### config.mk
export PLATFORM = sky130hd
export DESIGN_NAME = vending_machine
export DESIGN_NICKNAME = d
export VERILOG_FILES = /design/src/rtl/vending_machine.sv
export SDC_FILE = /design/constraint.sdc
export NUM_CORES = 1
export LEC_CHECK = 0
export BUFFER_PORTS_ARGS = -buffer_cell sky130_fd_sc_hd__buf_4
export CORE_AREA = 2 2 39 41
export CTS_CLUSTER_DIAMETER = 120
export DETAILED_ROUTE_END_ITERATION = 12
export DIE_AREA = 0 0 41 43
export GPL_TIMING_DRIVEN = 0
export PLACE_DENSITY_LB_ADDON = 0.05
export SLEW_MARGIN = 20
export SYNTH_ARGS = -nofsm -noshare
export SYNTH_HDL_FRONTEND = slang
export SYNTH_SLANG_ARGS = --single-unit
### constraint.sdc
create_clock -name clk -period 1.7 [get_ports clk]
set_clock_uncertainty 0.2 [all_clocks]
set_input_delay 0.34 -clock clk [delete_from_list [all_inputs] [get_ports clk]]
set_output_delay 0.34 -clock clk [all_outputs]
set_load 0.01 [all_outputs]
### src/rtl/vending_machine.sv
// -----------------------------------------------------------------------------
// vending_machine
//
// Coin-operated vending controller for a single product priced at 15 units.
// It accepts at most one coin per clock (5 or 10 units) and keeps the running
// credit as an FSM state (S0 / S5 / S10). When the credit reaches 15 or more
// it vends and returns to S0 on the same edge. An overpayment of 5 units is
// returned through the change output.
//
// Ports:
//   clk     in   1  system clock, rising-edge active
//   rst     in   1  asynchronous, active-high reset (clears credit, no refund)
//   in      in   2  coin: 00 none, 01 = 5, 10 = 10, 11 invalid (ignored)
//   out     out  1  registered dispense pulse
//   change  out  2  registered change pulse: 00 none, 01 = 5 units back
//                   (10 = 10 units is reserved and never produced)
// -----------------------------------------------------------------------------
module vending_machine (
  input  logic       clk,
  input  logic       rst,
  input  logic [1:0] in,
  output logic       out,
  output logic [1:0] change
);

  typedef enum logic [1:0] {
    S0  = 2'b00,
    S5  = 2'b01,
    S10 = 2'b10
  } state_t;

  localparam logic [1:0] COIN_NONE = 2'b00;
  localparam logic [1:0] COIN_5    = 2'b01;
  localparam logic [1:0] COIN_10   = 2'b10;

  localparam logic [1:0] CHANGE_NONE = 2'b00;
  localparam logic [1:0] CHANGE_5    = 2'b01;

  state_t     state_q, state_d;
  logic       out_q, out_d;
  logic [1:0] change_q, change_d;

  // Next-state and next-output logic. Outputs default to "no vend" so that
  // every non-vending edge clears them. This includes invalid coins and
  // unreachable state encodings.
  always_comb begin
    state_d  = state_q;
    out_d    = 1'b0;
    change_d = CHANGE_NONE;

    case (state_q)
      S0: begin
        if (in == COIN_5) begin
          state_d = S5;
        end else if (in == COIN_10) begin
          state_d = S10;
        end
      end

      S5: begin
        if (in == COIN_5) begin
          state_d = S10;
        end else if (in == COIN_10) begin
          state_d = S0;
          out_d   = 1'b1;
        end
      end

      S10: begin
        if (in == COIN_5) begin
          state_d = S0;
          out_d   = 1'b1;
        end else if (in == COIN_10) begin
          // 20 units paid against a 15-unit price: hand back 5.
          state_d  = S0;
          out_d    = 1'b1;
          change_d = CHANGE_5;
        end
      end

      // The unused encoding (2'b11) falls back to an empty credit with quiet
      // outputs.
      default: begin
        state_d = S0;
      end
    endcase

    // An invalid coin never changes anything. It is handled explicitly, so
    // the hold does not depend on the decode above happening to skip 2'b11.
    if (in != COIN_NONE && in != COIN_5 && in != COIN_10 &&
        (state_q == S0 || state_q == S5 || state_q == S10)) begin
      state_d  = state_q;
      out_d    = 1'b0;
      change_d = CHANGE_NONE;
    end
  end

  // Credit register.
  always_ff @(posedge clk or posedge rst) begin
    if (rst) begin
      state_q <= S0;
    end else begin
      state_q <= state_d;
    end
  end

  // Registered dispense/change pulses.
  always_ff @(posedge clk or posedge rst) begin
    if (rst) begin
      out_q    <= 1'b0;
      change_q <= CHANGE_NONE;
    end else begin
      out_q    <= out_d;
      change_q <= change_d;
    end
  end

  assign out    = out_q;
  assign change = change_q;

endmodule

==> metrics.cfg, run 1 <==
[placement]
dp_cells=62
port_buffers=5
place_area_sq_um=423
place_hpwl_microns=559
place_congestion=0.778

[die]
pin_count=7
start_util_pct=26.4
die_w_microns=41
rows=14
coreArea_sq_um=1380
die_y_microns=43
dieArea_sq_um=1760

[grt]
use_met1_pct=12.5
overflow=0
grt_use_met2_pct=14.1
grt_pass1_vias=307
grt_first_pass_wirelength_mm=1.19
grt_antenna_before_repair=0
track_usage_pct=9.92
grt_max_degree=6
busiest_layer=met2
grt_util_met3_pct=0.524

[worst_setup_path]
r2r-end=state_q[1]$_DFFE_PP0P_
startpoint_type=flop
r2r_cells=5
crit_chain=inv_1 -> ha_1 -> nor3_1 -> a21oi_1 -> a41o_1
cp_slowest_cell=dfrtp_1
crit_fanout=5
worstSetupPathType=flop to flop
cpPeakStageDelay_ps=400
worstPathArrival_ps=1440
r2r_start=state_q[1]$_DFFE_PP0P_
end_kind=flop
cpLargestDelayFamily=flip-flops
crit_buf_inv=1
critPathRequiredTime_ps=1620
regToRegSetupSlack_ps=180

[cells_and_area]
drive_above_1_share_pct=22.0
regArea_sq_um=100
area_delta_synth_final_pct=24.7
diodes=0
design_area_sq_um=455
fill_cells=150
nets=65
multi_input_area_sq_um=231
fin_cells=66

[clock_network]
clk_latency_ps=230
postCtsSetupRepairBufs=0
cts_max_level=1
root_buffer=clkbuf_4
cts_tree=built
clockBufferDepth=2
cts_num_sinks=4
cts_buffers=3
clk_pin_slew_ps=40

[power]
irDropWorstVdd_v=0.000304
p_leak_nw=0.256
totalPowerFinal_mw=0.581
power_density_nw_per_um2=1270

[logic_synthesis]
synthSimpleGateAreaFrac_pct=13.7
synth-seq-cells=4
syn_inst=41
synth-compound-area-share_pct=17.8
ys_seq_area_share_pct=27.4
synth_mux_area_share_pct=0
synth_top_family_by_area=adder cells
syn-num-nets=54
syn-cell-area_sq_um=365
syn_avg_cell_area_sq_um=8.91
synthAdderAreaFrac_pct=30.8
synth_xor_xnor_area_share_pct=0
ys_warn_count=0
synth_cell_type_count=17

[timing]
report.final.hold_viol_count=0
setup_viol=0
fin_crit_sh_pct=89.3
holdWs_ps=346
post-route-min-period_ps=1520
rsz0062_at_grt=no
fin_tns_setup_ps=0
maxSlewViolCount=0
fmax_ghz=0.658

[route]
drtIter0Drc=6
first_pass_iters=3
drc_errors=0
vias_per_cell=4.45
routed_wl_microns=688
wl_per_cell_microns=10.4
postRouteAntennaNets=0
vias=294

[job]
maxCapViolations=0

[run_status]
status=finished, final reports clean

[min_path]
hp-class=primary input to async pin

-- worst register-to-register path: cells and delay by family (launching register included) --
family / cells / cell delay (ps)
DFF: 1 / 400
buffers and inverters: 1 / 100
and+or+nand+nor: 1 / 200
AOI/OAI and AO/OA: 2 / 250
adders and majority gates: 1 / 250
-- flip-flops by register name (all words and copies together) (netlist names) --
name and flops:
change 1, state_q 2, out 1
-- cell usage after synthesis --
cell,number,area (sq um)
nor3_1,1,5.00
ha_1,9,113
o41ai_2,1,16.3
and3_1,1,6.26
nor2_1,3,11.3
a41o_1,1,10.0
nand2b_1,2,12.5
buf_4,1,7.51
a22o_1,1,8.76
inv_1,6,22.5
nand2_1,4,15.0
dfrtp_1,4,100
inv_2,1,3.75
a22oi_1,1,7.51
a211oi_1,1,7.51
a21oi_1,3,15.0
conb_1,1,3.75
-- kinds of logic (layout without fill, tap and decap cells) --
kind of cell,count (synthesis),in the layout
AND/OR/NAND/NOR,11,11
flip-flops,4,4
adder cells (fa/ha/maj),9,9
buffers and inverters,8,17
other,1,1
AO/OA/AOI/OAI,8,8
-- placed cells by master, fill, tap and decap left out, drive strengths merged --
| cell | count |
|---|---|
| a22o | 1 |
| dfrtp | 4 |
| ha | 9 |
| a21oi | 3 |
| o41ai | 1 |
| a211oi | 1 |
| a22oi | 1 |
| buf | 6 |
| nor3 | 1 |
| inv | 7 |
| conb | 1 |
| nand2b | 2 |
| a41o | 1 |
| dlygate4sd3 | 1 |
| nor2 | 3 |
| nand2 | 4 |
| clkbuf | 3 |
| and3 | 1 |
-- worst max-delay path by stage --
stage,start,endpoint,cells past startpoint
final,state_q[1]$_DFFE_PP0P_,state_q[1]$_DFFE_PP0P_,5
after global routing,state_q[1]$_DFFE_PP0P_,state_q[0]$_DFFE_PP0P_,5
after CTS,state_q[0]$_DFFE_PP0P_,state_q[1]$_DFFE_PP0P_,5
after detailed placement,in[0],state_q[0]$_DFFE_PP0P_,6
after global placement,in[0],state_q[0]$_DFFE_PP0P_,6
after floorplan,state_q[0]$_DFFE_PP0P_,state_q[1]$_DFFE_PP0P_,5
-- layout make-up --
| cell class | instances | area share, % |
|---|---|---|
| Multi-Input combinational cell | 29 | 50.8 |
| Sequential cell | 4 | 22.0 |
| Timing Repair Buffer | 6 | 10.4 |
| Inverter | 7 | 5.77 |
| Clock buffer | 3 | 4.95 |
| Tap cell | 16 | 4.40 |
| Buffer | 1 | 1.65 |
-- power breakdown --
group | switching (mW) | internal (mW) | leakage, nW
clock network | 0.0378 | 0.0789 | 0.0138
registers | 0.0321 | 0.127 | 0.0534
logic | 0.169 | 0.135 | 0.189
-- stage by stage --
| stage | setup slack [ps] | util (%) |
|---|---|---|
| floorplan | 317 | - |
| global placement | 144 | 30.6 |
| detailed placement | 124 | 30.6 |
| CTS | 187 | 32.9 |
| global route | 53.3 | 32.9 |
| finish | 181 | 32.9 |
-- repair_timing --
item	CTS	global route
setup endpoints to repair	0	0
hold buffers	1	0
resized for setup	0	0
hold endpoints to repair	4	0
-- per-layer routing --
metal  routed length, microns  vias up
li1                         -      152
met3                       16        0
met1                      292      136
met5                        0        -
met2                      380        6
met4                        0        0
Note: power is estimated with default switching activity, not from simulation.
==> inputs of run 2 (changes only) <==
Settings changed: SETUP_SLACK_MARGIN from default to 0.5.
==> run 2 against run 1 <==
Against the previous run:
- count of clock-buffer cells in the layout is the same
- via count grew 8.8%
- routed wire length grew 16%
- critical path type unchanged
- clock power grew 6%
- register-to-register slack gained 80 ps
==> metrics.cfg, run 2 (synthesis results as in run 1) <==
[worst_setup_path]
endpoint=state_q[0]$_DFFE_PP0P_
worstSetupPathType=flop to flop
r2r-end=state_q[0]$_DFFE_PP0P_
critical_path.startpoint=state_q[0]$_DFFE_PP0P_
crit_fanout=4
startpoint_type=flop
critPathRequiredTime_ps=1670
r2r_start=state_q[0]$_DFFE_PP0P_
worstPathArrival_ps=1410
end_kind=flop
regToRegSetupSlack_ps=260
r2r_cells=5

[route]
routed_wl_microns=801
vias=320
first_pass_iters=4
postRouteAntennaNets=0
vias_per_cell=4.64
drtIter0Drc=12
drc_errors=0
wl_per_cell_microns=11.6

[timing]
setup_viol=0
report.final.hold_viol_count=0
fin_tns_setup_ps=0
post-route-min-period_ps=1440
fin_crit_sh_pct=84.7
rsz0062_at_grt=yes
maxSlewViolCount=0
fmax_ghz=0.695

[grt]
track_usage_pct=12.0
grt_pass1_vias=337
grt_max_degree=6
grt_first_pass_wirelength_mm=1.35
overflow=0
grt_antenna_before_repair=0

[power]
irDropWorstVdd_v=0.000389
p_leak_nw=0.275
power_density_nw_per_um2=1400
totalPowerFinal_mw=0.779

[min_path]
hp-class=primary input to flop
hold-path-cell-count=3
min_from=in[1]

[die]
die_y_microns=43
dieArea_sq_um=1760
rows=14
start_util_pct=26.4
pin_count=7
die_w_microns=41
coreArea_sq_um=1380

[cells_and_area]
area_delta_synth_final_pct=52.1
largest_reg_flops=2
nets=68
drive_above_1_share_pct=45.3
largest_register=state_q
diodes=0
final_cell_mix=buf_4, ha_1, nand2_1, inv_1, ha_4
final_util_pct=40.1
layout_commonest_cell=buf_4

[placement]
place_congestion=0.788
port_buffers=5
place_hpwl_microns=607

[clock_network]
cts_tree=built
clk_pin_slew_ps=40
root_buffer=clkbuf_4
clk_latency_ps=240
cts_max_level=1
cts_buffers=3
cts_num_sinks=4
clockBufferDepth=2

[run_status]
status=finished, final reports clean

[job]
maxCapViolations=0

run 2: changes by cell type in the layout (fill, tap and decap cells not counted), sizes merged:
cell and delta:
buf +3
run 2: how the worst min path moves through the flow:
stage / to / slack [ps]
after detailed placement: change[0]$_DFF_PP0_ / 40
after floorplan: change[0]$_DFF_PP0_ / -90
after global placement: state_q[0]$_DFFE_PP0P_ / 30
after global routing: change[0]$_DFF_PP0_ / 310
after CTS: change[0]$_DFF_PP0_ / 310
final: change[0]$_DFF_PP0_ / 310
run 2: where the power goes:
group | internal, mW | switching (mW) | total (mW)
clock | 0.0793 | 0.0443 | 0.124
sequential | 0.132 | 0.0551 | 0.187
combinational | 0.246 | 0.222 | 0.468
total | 0.457 | 0.322 | 0.779
run 2: metal layers:
| layer | global-route usage [%] | share of wire (%) | vias to the layer above |
|---|---|---|---|
| met4 | 13.3 | 8.0 | 0 |
| met1 | 12.3 | 37 | 142 |
| met2 | 17.8 | 51 | 13 |
| li1 | - | - | 159 |
| met5 | 0 | 0 | - |
| met3 | 2.09 | 3.2 | 6 |
run 2: cell type report:
class	count	area, sq um
Fill cell	138	828
Multi-Input combinational cell	29	294
Sequential cell	4	103
Timing Repair Buffer	9	77.6
Inverter	7	31.3
Clock buffer	3	22.5
Tap cell	16	20.0
Buffer	1	7.51
run 2: timing repair:
item                       in CTS  in global routing
hold buffers                    1                  0
resized for setup               9                  1
buffers inserted                1                  2
setup endpoints to repair       6                  6
gates cloned                    0                  0
pin swaps                       2                  1
hold endpoints to repair        4                  0
run 2: critical path, cell delays in order, from the launching register on:
cell     delay, ps
dfrtp_2        450
inv_4          110
ha_4           160
nor2_1          60
o41ai_2        230
a22o_1         170
run 2: through the flow:
stage	std cells	cell area [sq um]	worst slack, ps	hold WS (ps)
4_1_cts	67	538	259	309
3_5_place_dp	62	455	193	37.8
6_report	69	556	260	313
2_1_floorplan	41	398	366	-93.9
3_3_place_gp	62	455	188	29.5
5_1_grt	69	556	199	313
==> inputs of run 3 (changes only) <==
Settings changed: ABC_AREA from default to 1.
Clock period 1.7 ns to 1.45 ns, I/O delays scaled along.
==> run 3 against run 2 <==
Against the previous run:
- core utilization increased by 1.4 points
- register-to-register slack got worse by 120 ps
- setup slack got worse by 120 ps
- clock power increased by 7%
- first-iteration DRC count unchanged
- design area increased by 3.4%
- global-route usage increased by 0.62 points
- routed wire length decreased by 2.9%
- area after synthesis increased by 4.8%
- final cell count increased by 19%
- maximum frequency increased by 9.6%
- sequential power increased by 22%
- largest power group unchanged
==> metrics.cfg, run 3 <==
[logic_synthesis]
synth_top_cell_by_area=ha_1
ys_seq_area_share_pct=26.1
synth_flop_cell=dfrtp_1
yosysTopAreaCellShare_pct=29.4
synthTopCellsByCount=nand2_1, inv_1, ha_1, nor2_1, dfrtp_1
synth_cell_type_count=11
syn_avg_cell_area_sq_um=6.96
synth_edf_count=0
synth.area.top_cells=ha_1, dfrtp_1, nand2_1
syn_inst=55
synth_async_sr_flop_share_pct=100
syn-num-nets=68
synth_most_common_cell=nand2_1
syn-cell-area_sq_um=383
synth-seq-cells=4
ys_warn_count=0

[grt]
track_usage_pct=12.6
grt_max_degree=6
overflow=0
grt_antenna_before_repair=0
grt_first_pass_wirelength_mm=1.46
grt_pass1_vias=358

[worst_setup_path]
critPathRequiredTime_ps=1360
cpLargestDelayFamily=flip-flops
crit_buf_inv=2
cp_slowest_cell=dfrtp_2
regToRegSetupSlack_ps=140
r2r_cells=8
cp.depth=8
end_kind=flop
startpoint_type=flop
crit_fanout=5
r2r-end=state_q[0]$_DFFE_PP0P_
r2r_start=state_q[1]$_DFFE_PP0P_
crit_chain=inv_4 -> ha_4 -> inv_4 -> nand2_4 -> nand3_2 -> nand2_2 -> nand2_1 -> nand2_1
worstSetupPathType=flop to flop
worstPathArrival_ps=1230
cpPeakStageDelay_ps=450

[timing]
fmax_ghz=0.762
post-route-min-period_ps=1310
fin_crit_sh_pct=90.6
setup_viol=0
maxSlewViolCount=0
rsz0062_at_grt=yes
report.final.hold_viol_count=0
fin_tns_setup_ps=0

[cells_and_area]
fin_cells=82
area_delta_synth_final_pct=50.0
diodes=0
drive_above_1_share_pct=45.5
layout_commonest_cell=nand2_1
final_cell_mix=nand2_1, inv_1, ha_1, buf_4, nor2_1
final_util_pct=41.5
largest_reg_flops=2
nets=81
largest_register=state_q
fill_cells=142

[placement]
place_hpwl_microns=560
dp_cells=76
place_congestion=0.761
port_buffers=5

[die]
coreArea_sq_um=1380
dieArea_sq_um=1760
start_util_pct=27.7
pin_count=7
die_y_microns=43
rows=14
die_w_microns=41

[power]
p_int_mw=0.506
p_leak_nw=0.312
power_density_nw_per_um2=1590
p_switching_mw=0.406
pwr-share-clk_pct=14.6
p_comb_share_pct=60.5
sw_frac_of_total_pct=44.5
irDropWorstVdd_v=0.000453
seqPwrFrac_pct=25.0

[route]
vias=352
first_pass_iters=3
wl_per_cell_microns=9.49
drtIter0Drc=12
drc_errors=0
routed_wl_microns=778
postRouteAntennaNets=0
vias_per_cell=4.29

[clock_network]
clockBufferDepth=2
cts_max_level=1
root_buffer=clkbuf_4
cts_num_sinks=4
cts_tree=built
clk_latency_ps=230
cts_buffers=3
clk_pin_slew_ps=40

[run_status]
status=finished, final reports clean

[min_path]
hp-class=primary input to async pin

[job]
maxCapViolations=0

==> run 3: kinds of logic after synthesis <==
| group | share of synthesized area (%) |
|---|---|
| simple gates | 27.5 |
| buf+inv | 14.7 |
| compound gates | 1.31 |
| other cells | 0.979 |
| fa+ha+maj | 29.4 |
| flops | 26.1 |
==> run 3: power groups by stage <==
stage,Clock [mW],Sequential [mW],Combinational (mW)
after detailed placement,0,0.199,0.351
after global routing,0.153,0.232,0.621
after floorplan,0,0.188,0.266
final,0.133,0.228,0.552
after global placement,0,0.202,0.357
after CTS,0.139,0.227,0.505
==> run 3: worst max-delay path by stage <==
stage / start / slack [ps] / end
after detailed placement: in[0] / 40 / state_q[1]$_DFFE_PP0P_
after global routing: state_q[1]$_DFFE_PP0P_ / 80 / state_q[0]$_DFFE_PP0P_
after floorplan: state_q[0]$_DFFE_PP0P_ / 220 / state_q[1]$_DFFE_PP0P_
after global placement: in[0] / 30 / state_q[1]$_DFFE_PP0P_
final: state_q[1]$_DFFE_PP0P_ / 140 / state_q[0]$_DFFE_PP0P_
after CTS: state_q[0]$_DFFE_PP0P_ / 140 / state_q[0]$_DFFE_PP0P_
==> run 3: tightest hold or removal path: stages <==
cell           delay, ps
dlygate4sd3_1        540
buf_4                130
inv_1                120
==> run 3: per-layer routing <==
layer / GRT usage, % / share of wire [%] / wire (microns)
met2: 18.8 / 50 / 387
met1: 14.2 / 44 / 343
met4: 8.00 / 1.8 / 14
met3: 4.71 / 4.1 / 32
met5: 0 / 0 / 0
==> run 3: cell type report <==
type | count | area (sq um) | area share [%]
Tap cell | 16 | 20.0 | 3.49
Timing Repair Buffer | 8 | 70.1 | 12.2
Clock buffer | 3 | 22.5 | 3.92
Sequential cell | 4 | 103 | 17.9
Buffer | 1 | 7.51 | 1.31
Multi-Input combinational cell | 37 | 293 | 51.0
Inverter | 13 | 58.8 | 10.2
==> run 3: timing repair <==
item                       4_1_cts  5_1_grt
resized for setup               17        4
hold buffers                     1        0
pin swaps                        6        2
setup buffers                    2        0
setup endpoints to repair        6        6
hold endpoints to repair         4        0
==> run 3: stage by stage <==
step | hold WS (ps) | setup WS (ps) | cell area, sq um | total power [mW]
2_1_floorplan | -144 | 217 | 390 | 0.454
3_3_place_gp | -13.0 | 31.1 | 448 | 0.559
3_5_place_dp | -10.5 | 42.8 | 448 | 0.550
4_1_cts | 297 | 135 | 562 | 0.872
5_1_grt | 325 | 83.5 | 574 | 1.01
6_report | 302 | 137 | 574 | 0.913
